File: src/rtl/glow_pkg.sv
// Shared types and constants for the LED glow brightness sequencer.
package glow_pkg;

  localparam int unsigned LEVEL_W    = 4;
  localparam int unsigned HOLD_CNT_W = 8;

  localparam logic [LEVEL_W-1:0] LEVEL_MAX = 4'd15;

  typedef enum logic [2:0] {
    StIdle,
    StRampUp,
    StHoldHigh,
    StRampDown,
    StHoldLow
  } glow_state_t;

  // Saturating brightness step: never wraps past 15 or below 0.
  function automatic logic [LEVEL_W-1:0] level_inc(input logic [LEVEL_W-1:0] lvl);
    return (lvl == LEVEL_MAX) ? LEVEL_MAX : lvl + LEVEL_W'(1);
  endfunction

  function automatic logic [LEVEL_W-1:0] level_dec(input logic [LEVEL_W-1:0] lvl);
    return (lvl == '0) ? '0 : lvl - LEVEL_W'(1);
  endfunction

endpackage

File: src/rtl/glow_tick.sv
// Step prescaler: counts 0..STEP_DIV-1 while running and flags the last count.
module glow_tick #(
  parameter int unsigned STEP_DIV = 1562500
) (
  input  logic clk_i,
  input  logic reset_i,
  input  logic clear_i,
  input  logic run_i,
  output logic tick_o
);

  localparam int unsigned CntW = (STEP_DIV > 1) ? $clog2(STEP_DIV) : 1;
  localparam logic [CntW-1:0] CntMax = CntW'(STEP_DIV - 1);

  logic [CntW-1:0] cnt_q, cnt_d;

  assign tick_o = (cnt_q == CntMax);

  always_comb begin
    cnt_d = cnt_q;
    if (clear_i) begin
      cnt_d = '0;
    end else if (run_i) begin
      cnt_d = tick_o ? '0 : cnt_q + CntW'(1);
    end
  end

  always_ff @(posedge clk_i) begin
    if (reset_i) begin
      cnt_q <= '0;
    end else begin
      cnt_q <= cnt_d;
    end
  end

endmodule

File: src/rtl/glow_sequencer.sv
// Brightness sequencer: ramps a 4-bit level up, holds, ramps down, holds, either
// continuously or as a triggered one-shot. Feeds the 16-level PWM stage.
module glow_sequencer
  import glow_pkg::*;
#(
  parameter int unsigned STEP_DIV        = 1562500,
  parameter int unsigned HOLD_HIGH_STEPS = 8,
  parameter int unsigned HOLD_LOW_STEPS  = 8
) (
  input  logic               clk_i,
  input  logic               reset_i,
  input  logic               enable_i,
  input  logic               oneshot_i,
  input  logic               trigger_i,
  output logic [LEVEL_W-1:0] level_o,
  output logic               busy_o,
  output logic               cycle_done_o
);

  localparam logic [HOLD_CNT_W-1:0] HoldHighLast = HOLD_CNT_W'(HOLD_HIGH_STEPS - 1);
  localparam logic [HOLD_CNT_W-1:0] HoldLowLast  = HOLD_CNT_W'(HOLD_LOW_STEPS - 1);

  glow_state_t             state_q, state_d;
  logic [LEVEL_W-1:0]      level_q, level_d;
  logic [HOLD_CNT_W-1:0]   hold_q, hold_d;
  logic                    busy_q, busy_d;
  logic                    done_q, done_d;
  logic                    tick;
  logic                    in_idle;
  glow_state_t             end_state;

  assign in_idle = (state_q == StIdle);

  // Cleared while idle, so the first step after a start is a full STEP_DIV period.
  glow_tick #(
    .STEP_DIV(STEP_DIV)
  ) u_tick (
    .clk_i  (clk_i),
    .reset_i(reset_i),
    .clear_i(in_idle),
    .run_i  (!in_idle),
    .tick_o (tick)
  );

  // Continuous mode restarts without an idle clock in between.
  assign end_state = (enable_i && !oneshot_i) ? StRampUp : StIdle;

  always_comb begin
    state_d = state_q;
    level_d = level_q;
    hold_d  = hold_q;
    done_d  = 1'b0;

    unique case (state_q)
      StIdle: begin
        level_d = '0;
        if (enable_i && (!oneshot_i || trigger_i)) begin
          state_d = StRampUp;
        end
      end
      StRampUp: begin
        if (!enable_i) begin
          state_d = StRampDown;
        end else if (tick) begin
          level_d = level_inc(level_q);
          if (level_q >= LEVEL_MAX - LEVEL_W'(1)) begin
            state_d = (HOLD_HIGH_STEPS == 0) ? StRampDown : StHoldHigh;
          end
        end
      end
      StHoldHigh: begin
        if (!enable_i) begin
          state_d = StRampDown;
        end else if (tick) begin
          hold_d = hold_q + HOLD_CNT_W'(1);
          if (hold_q == HoldHighLast) begin
            state_d = StRampDown;
          end
        end
      end
      StRampDown: begin
        if (tick) begin
          level_d = level_dec(level_q);
          // Level 0 also exits, so an early enable drop cannot stall here.
          if (level_q <= LEVEL_W'(1)) begin
            if (HOLD_LOW_STEPS == 0) begin
              done_d  = 1'b1;
              state_d = end_state;
            end else begin
              state_d = StHoldLow;
            end
          end
        end
      end
      StHoldLow: begin
        if (tick) begin
          hold_d = hold_q + HOLD_CNT_W'(1);
          if (hold_q == HoldLowLast) begin
            done_d  = 1'b1;
            state_d = end_state;
          end
        end
      end
      default: begin
        state_d = StIdle;
        level_d = '0;
      end
    endcase

    if (state_d != state_q || done_d) begin
      hold_d = '0;
    end

    busy_d = (state_d != StIdle);
  end

  always_ff @(posedge clk_i) begin
    if (reset_i) begin
      state_q <= StIdle;
      level_q <= '0;
      hold_q  <= '0;
      busy_q  <= 1'b0;
      done_q  <= 1'b0;
    end else begin
      state_q <= state_d;
      level_q <= level_d;
      hold_q  <= hold_d;
      busy_q  <= busy_d;
      done_q  <= done_d;
    end
  end

  assign level_o      = level_q;
  assign busy_o       = busy_q;
  assign cycle_done_o = done_q;

endmodule

File: config.mk
export PLATFORM = sky130hd
export DESIGN_NAME = glow_sequencer
export DESIGN_NICKNAME = d
export VERILOG_FILES = /design/src/rtl/glow_pkg.sv /design/src/rtl/glow_tick.sv /design/src/rtl/glow_sequencer.sv
export SDC_FILE = /design/constraint.sdc
export NUM_CORES = 1
export LEC_CHECK = 0
export CORE_MARGIN = 3
export CORE_UTILIZATION = 40
export CTS_CLUSTER_SIZE = 14
export DETAILED_ROUTE_END_ITERATION = 8
export GPL_TIMING_DRIVEN = 0
export SLEW_MARGIN = 25
export SYNTH_ARGS = -nofsm -noshare
export SYNTH_HDL_FRONTEND = slang
export SYNTH_HIERARCHICAL = 1
export SYNTH_SLANG_ARGS = --single-unit
File: constraint.sdc
create_clock -name clk_i -period 3.6 [get_ports clk_i]
set_clock_uncertainty 0.15 [all_clocks]
set_input_delay 0.9 -clock clk_i [delete_from_list [all_inputs] [get_ports clk_i]]
set_output_delay 0.9 -clock clk_i [all_outputs]
set_load 0.005 [all_outputs]
After elaboration in Yosys (flattened, before gate mapping)
Cells that the tools add are included.

Add/sub/neg operators: 4. Magnitude comparators: 2. Equal/unequal tests: 12. Mux-type cells: 25. Bitwise logic cells: 1. Reduce and logical (&&, ||, !) cells: 14.

Operator list (number): 2-to-1 mux 3 bit (11); adder 21 x 1 -> 21 bit, second input constant (1); equality test 21 bit, second input constant (1); 2-to-1 mux 4 bit (5); 2-to-1 mux 8 bit (2); one-hot mux 8 bit (2 select lines) (1); one-hot mux 3 bit (5 select lines) (1); one-hot mux 4 bit (3 select lines) (1); adder 8 x 1 -> 8 bit, second input constant (1); equality test 8 x 3 -> 1 bit, second input constant (1); equality test 3 x 2 -> 1 bit, second input constant (2); adder 4 x 1 -> 4 bit, second input constant (1); equality test 4 bit, second input constant (1); >= comparator 4 bit, second input constant (1); less-or-equal comparator 4 x 1 -> 1 bit, second input constant (1); logical NOT 4 bit (1); 2-to-1 mux 1 bit (4); != test 2 x 1 -> 1 bit, second input constant (2); != test 2 bit, second input constant (2); AND reduction 4 bit (1); OR reduction 2 bit (2); subtractor 4 x 1 -> 4 bit, second input constant (1); equality test 3 x 1 -> 1 bit, second input constant (1); equality test 3 bit, second input constant (1); 10 further kinds (12).

Register bits after elaboration: 38. Input bits: 5. Output and inout bits: 6. Word-level logic and storage cells: 64.

Depth between registers and ports, before layout
Depth in word-level cells: 9. Gate-level depth with buffers: 9. Depth with buffers taken out: 8.

Hierarchy
The synthesis kept the hierarchy.

Modules (own cells, without submodules): glow_sequencer (instances 1, cells an instance 137, area each 1089.8 µm², sequential area each 340.3 µm²); glow_tick (instances 1, cells an instance 126, area each 1037.2 µm², sequential area each 420.4 µm²).

Least setup slack after synthesis
No wires, ideal clock.

Path kind: flip-flop to flip-flop. Start: reg u_tick.cnt_q[15]. End: reg hold_q[0]. Setup time: 125 ps. Arrival: 2428 ps. Data required time: 3325 ps. Setup slack: 897 ps. Stages on the path, launching flop included: 9. Path buffers: 1. Clock period less this slack: 2703 ps. Cell sequence: dfxtp_1 -> nand4_1 -> or2_2 -> clkbuf_1 -> nor4_1 -> nand4b_1 -> o32a_1 -> a41oi_4 -> nor2_1.

Longest elaborated chain between the ends: 7. Elaborated cells between the ends (all ways): 16. Classes of those cells: eq/ne (2); mux (12); reduce/logical (2).

Ends and longest elaborated chain: from (decl) (line glow_tick.sv:15) `logic [CntW-1:0] cnt_q, cnt_d;`; from (signal assigned) (line glow_tick.sv:32) `cnt_q <= cnt_d;`; equality test 21 bit (*) (line glow_tick.sv:17) `assign tick_o = (cnt_q == CntMax);`; named net tick (line glow_sequencer.sv:28) `logic tick;`; 2-to-1 mux 3 bit (on tied branches) (line glow_sequencer.sv:74, glow_sequencer.sv:64); 2-to-1 mux 3 bit (on tied branches) (line glow_sequencer.sv:72, glow_sequencer.sv:62); one-hot mux 3 bit (5 select lines) (line glow_sequencer.sv:54) `unique case (state_q)`; != test 3 bit (line glow_sequencer.sv:110) `if (state_d != state_q || done_d) begin`; logical OR 1 bit (line glow_sequencer.sv:110); OR reduction 2 bit (no source line); to (signal assigned) (line glow_sequencer.sv:127) `hold_q <= hold_d;`; to (decl) (line glow_sequencer.sv:25) `logic [HOLD_CNT_W-1:0] hold_q, hold_d;`.

Mark *: on every way through the listed nets, which the timed path passes. The rest lies on a longest branch. The select of a mux whose other input is x is not followed. A chain may end at the register's enable or synchronous reset.

Worst setup path after layout
Start: reg u_tick.cnt_q[14]. End: reg hold_q[2].

The elaborated chain is that of the path after synthesis.

==> out/summary.log <==
[worst_setup_path] Arr. time, crit path 3170 ps
[cells_and_area] sequential standard cell area 761 µm²
[power_and_ir_drop] Overall Power 0.845 mW
[worst_setup_path] data required time at the worst endpoint 3630 ps
[power_and_ir_drop] Leak 0.765 nW
[floorplanning] starting density of the core 0.430
[drt] Pre-Repair DR Iteration Count 4
[placement] worst setup slack before clock tree synthesis 107 ps
[power_and_ir_drop] Worst VDD drop 0.230 mV
[sta] Final Cycle Share 0.873
[worst_setup_path] Setup crit end kind flop
[cells_and_area] footprint of the multi-input gates 1270 µm²
[cells_and_area] Post-layout nets 291
[clock_tree] PostCTS Resize Cnt 0
[logic_synthesis] total nets after synthesis 274
[sta] final critical delay including setup and external delays 3140 ps
[drt] number of violations reported at the end of detailed-routing iteration 0 97
[worst_setup_path] delay of the slowest cell on the worst path 680 ps
[global_route] number of global-route vias before repair 1,697
[logic_synthesis] number of synthesized register bits 38
[floorplanning] horizontal extent of the die 78.9 µm
[power_and_ir_drop] P per Cell Area 351 nW/µm²
[worst_setup_path] biggest fanout along the worst timing path 9
[drt] final routed DRC violation total 0
[worst_setup_path] library cell contributing the largest single delay on the critical path sky130_fd_sc_hd__nor4_2
[logic_synthesis] netlist area before placement 2130 µm²
[global_route] initial antenna violation count 0
[sta] total negative slack for setup checks 0 ps
[logic_synthesis] Netlist cell types 45
[drt] DRT Wirelength 4520 µm
[cells_and_area] filler instances 523
[worst_setup_path] Worst Path Buf+Inv 1
[floorplanning] Die Outline Area 6230 µm²
[worst_setup_path] ordered cell list for the critical path nand4_1 > or2_2 > clkbuf_1 > nor4_2 > nand4b_1 > o32a_1 > a41oi_4 > nor2_1
[logic_synthesis] primary flip-flop cell chosen by synthesis mapping sky130_fd_sc_hd__dfxtp_1
[floorplanning] number of core rows 25
[placement] port buffer count 10
[job] # Max-Cap Violations 0
[cells_and_area] commonest cells after routing, fill and taps aside sky130_fd_sc_hd__dfxtp_1, sky130_fd_sc_hd__nor2_1, sky130_fd_sc_hd__a21oi_1, sky130_fd_sc_hd__nand2_1, sky130_fd_sc_hd__o21ai_0
[logic_synthesis] top cell type's share of synthesized area 0.358
[logic_synthesis] proportion of synthesized chip area in sequential cells 0.358
[sta] final setup slack of the worst path 456 ps
[drt] Routed wire per std cell 13.0 µm
[clock_tree] root buffer cell sky130_fd_sc_hd__clkbuf_8
[clock_tree] count of buffers added by post-CTS timing repair for setup 0
[logic_synthesis] EDFF count, synth 0
[global_route] largest net degree at the start of global routing 13
[cells_and_area] fraction of final layout cells sized beyond drive strength 1 0.0783
[floorplanning] count of boundary I/O pins 11
[clock_tree] Hold-fix buffers, CTS 0
[sta] count of final hold-check violations 0
[min_path] worst hold path class flop to flop
[drt] Routed Antenna Nets 0
[floorplanning] area inside the core boundary 4940 µm²
[outcome] run status completed
[sta] Max-slew headroom 0.540
[worst_setup_path] path type of the worst setup path flop to flop
[logic_synthesis] mean cell area of the mapped netlist 8.09 µm²
[cells_and_area] most common cell after layout, fill and taps aside sky130_fd_sc_hd__dfxtp_1
[sta] maximum clock rate 318 MHz
[logic_synthesis] Post-Synthesis Cells 263
[worst_setup_path] largest delay contributor family on the critical path simple AND/OR/NAND/NOR gates
[drt] vias per cell 5.38
[drt] detailed-route via count 1,872
[sta] final setup violating endpoints 0
[global_route] first-pass GRT wire length 7800 µm
[placement] weighted congestion reported at the end of routability-driven placement 0.836
[cells_and_area] area delta synth->final 13.0%
[clock_tree] Reg clk slew, reported paths 80 ps
[floorplanning] die outline height 78.9 µm
[global_route] gr usage total 0.156
[clock_tree] number of buffers inserted during clock tree synthesis 5
[clock_tree] sink count of the clock tree 38
[clock_tree] CTS tree done
[worst_setup_path] CP startpoint kind flop
[logic_synthesis] synthesis warning total 6
[placement] detailed placement HPWL 3230 µm
[logic_synthesis] area leader, netlist sky130_fd_sc_hd__dfxtp_1
[cells_and_area] ant diodes 0
[sta] RSZ-0062 raised after global routing false
[logic_synthesis] fraction of registers with async set or reset after synthesis 0
[sta] count of final max-slew check failures 0
[logic_synthesis] top cells by area, synth sky130_fd_sc_hd__dfxtp_1, sky130_fd_sc_hd__nor2_1, sky130_fd_sc_hd__xnor2_1, sky130_fd_sc_hd__a21oi_1, sky130_fd_sc_hd__ha_1
[sta] Worst Tran Pin Value 685 ps
[clock_tree] insertion delay to the later sink of the worst-skew pair 300 ps
[clock_tree] H-tree level count 2
[global_route] residual overflow from global routing 0
[clock_tree] Clock Tree Buf Depth 2
-- tightest hold or removal path: cells and delay by family, from the launching register on --
| kind | cells | cell delay (ps) |
|---|---|---|
| flip-flops | 1 | 320 |
| AO/OA/AOI/OAI | 2 | 130 |
-- Yosys cell counts (3+ instances only) --
cell type	number
sky130_fd_sc_hd__a21o_1	3
sky130_fd_sc_hd__a21oi_1	20
sky130_fd_sc_hd__buf_2	7
sky130_fd_sc_hd__clkbuf_1	3
sky130_fd_sc_hd__dfxtp_1	38
sky130_fd_sc_hd__ha_1	6
sky130_fd_sc_hd__inv_1	14
sky130_fd_sc_hd__nand2_1	18
sky130_fd_sc_hd__nand3_1	9
sky130_fd_sc_hd__nand4_1	6
sky130_fd_sc_hd__nor2_1	35
sky130_fd_sc_hd__nor2b_1	4
sky130_fd_sc_hd__nor3_1	7
sky130_fd_sc_hd__nor4_1	8
sky130_fd_sc_hd__nor4b_1	4
sky130_fd_sc_hd__o2111ai_1	3
sky130_fd_sc_hd__o211ai_1	3
sky130_fd_sc_hd__o21a_1	3
sky130_fd_sc_hd__o21ai_0	15
sky130_fd_sc_hd__or3_1	7
sky130_fd_sc_hd__or4_1	4
sky130_fd_sc_hd__xnor2_1	12
sky130_fd_sc_hd__xor2_1	5
-- final timing paths --
path / startpoint / to / slack, ps / cells after the start
worst max-delay path: u_tick/cnt_q[14] / hold_q[2] / 460 / 8
worst max register to register: u_tick/cnt_q[14] / hold_q[2] / 460 / 8
worst min register to register: u_tick/cnt_q[18] / u_tick/cnt_q[18] / 340 / 2
worst min-delay path: u_tick/cnt_q[18] / u_tick/cnt_q[18] / 340 / 2
-- metrics by stage --
step	cell area (µm²)	util	hold slack, ps	std cells
6_report	2400	0.486	339	348
3_5_place_dp	2310	0.468	331	340
4_1_cts	2400	0.485	342	348
3_3_place_gp	2310	0.468	320	340
5_1_grt	2400	0.486	358	348
2_1_floorplan	2130	-	303	263
-- state kept, by name, indices dropped and copies added, names as in the netlist --
signal,cells
state_q,3
hold_q,8
u_tick/cnt_q,21
busy_o,1
level_o,4
cycle_done_o,1
-- final cells by class --
type | count | area share
sequential | 38 | 0.317
timing repair buffer | 10 | 0.0416
multi-input combinational | 201 | 0.530
inverter | 14 | 0.0219
buffer | 10 | 0.0193
clock inverter | 2 | 0.00573
tap | 67 | 0.0349
clock buffer | 6 | 0.0302
-- report_power, final --
group | internal (mW) | switching [mW] | total, mW | leakage, nW
Sequential | 0.428 | 0.0113 | 0.439 | 0.307
Combinational | 0.0462 | 0.0663 | 0.112 | 0.413
Clock | 0.137 | 0.156 | 0.293 | 0.0452
-- cell families (layout without fill, tap and decap cells) --
family | count (synthesis) | count (layout) | share of synthesized area
buf+inv | 24 | 42 | 0.0465
simple gates | 116 | 116 | 0.291
xor+xnor | 17 | 17 | 0.0700
compound gates | 61 | 61 | 0.195
fa+ha+maj | 6 | 6 | 0.0353
flops | 38 | 38 | 0.358
mux | 1 | 1 | 0.00529
-- metal layers --
metal  routed length (µm)  track usage
met3                  134       0.0351
met4                   72       0.0653
met5                    0            0
met2                 2050        0.247
met1                 2270        0.204
Power figures use the tool's default switching activity.
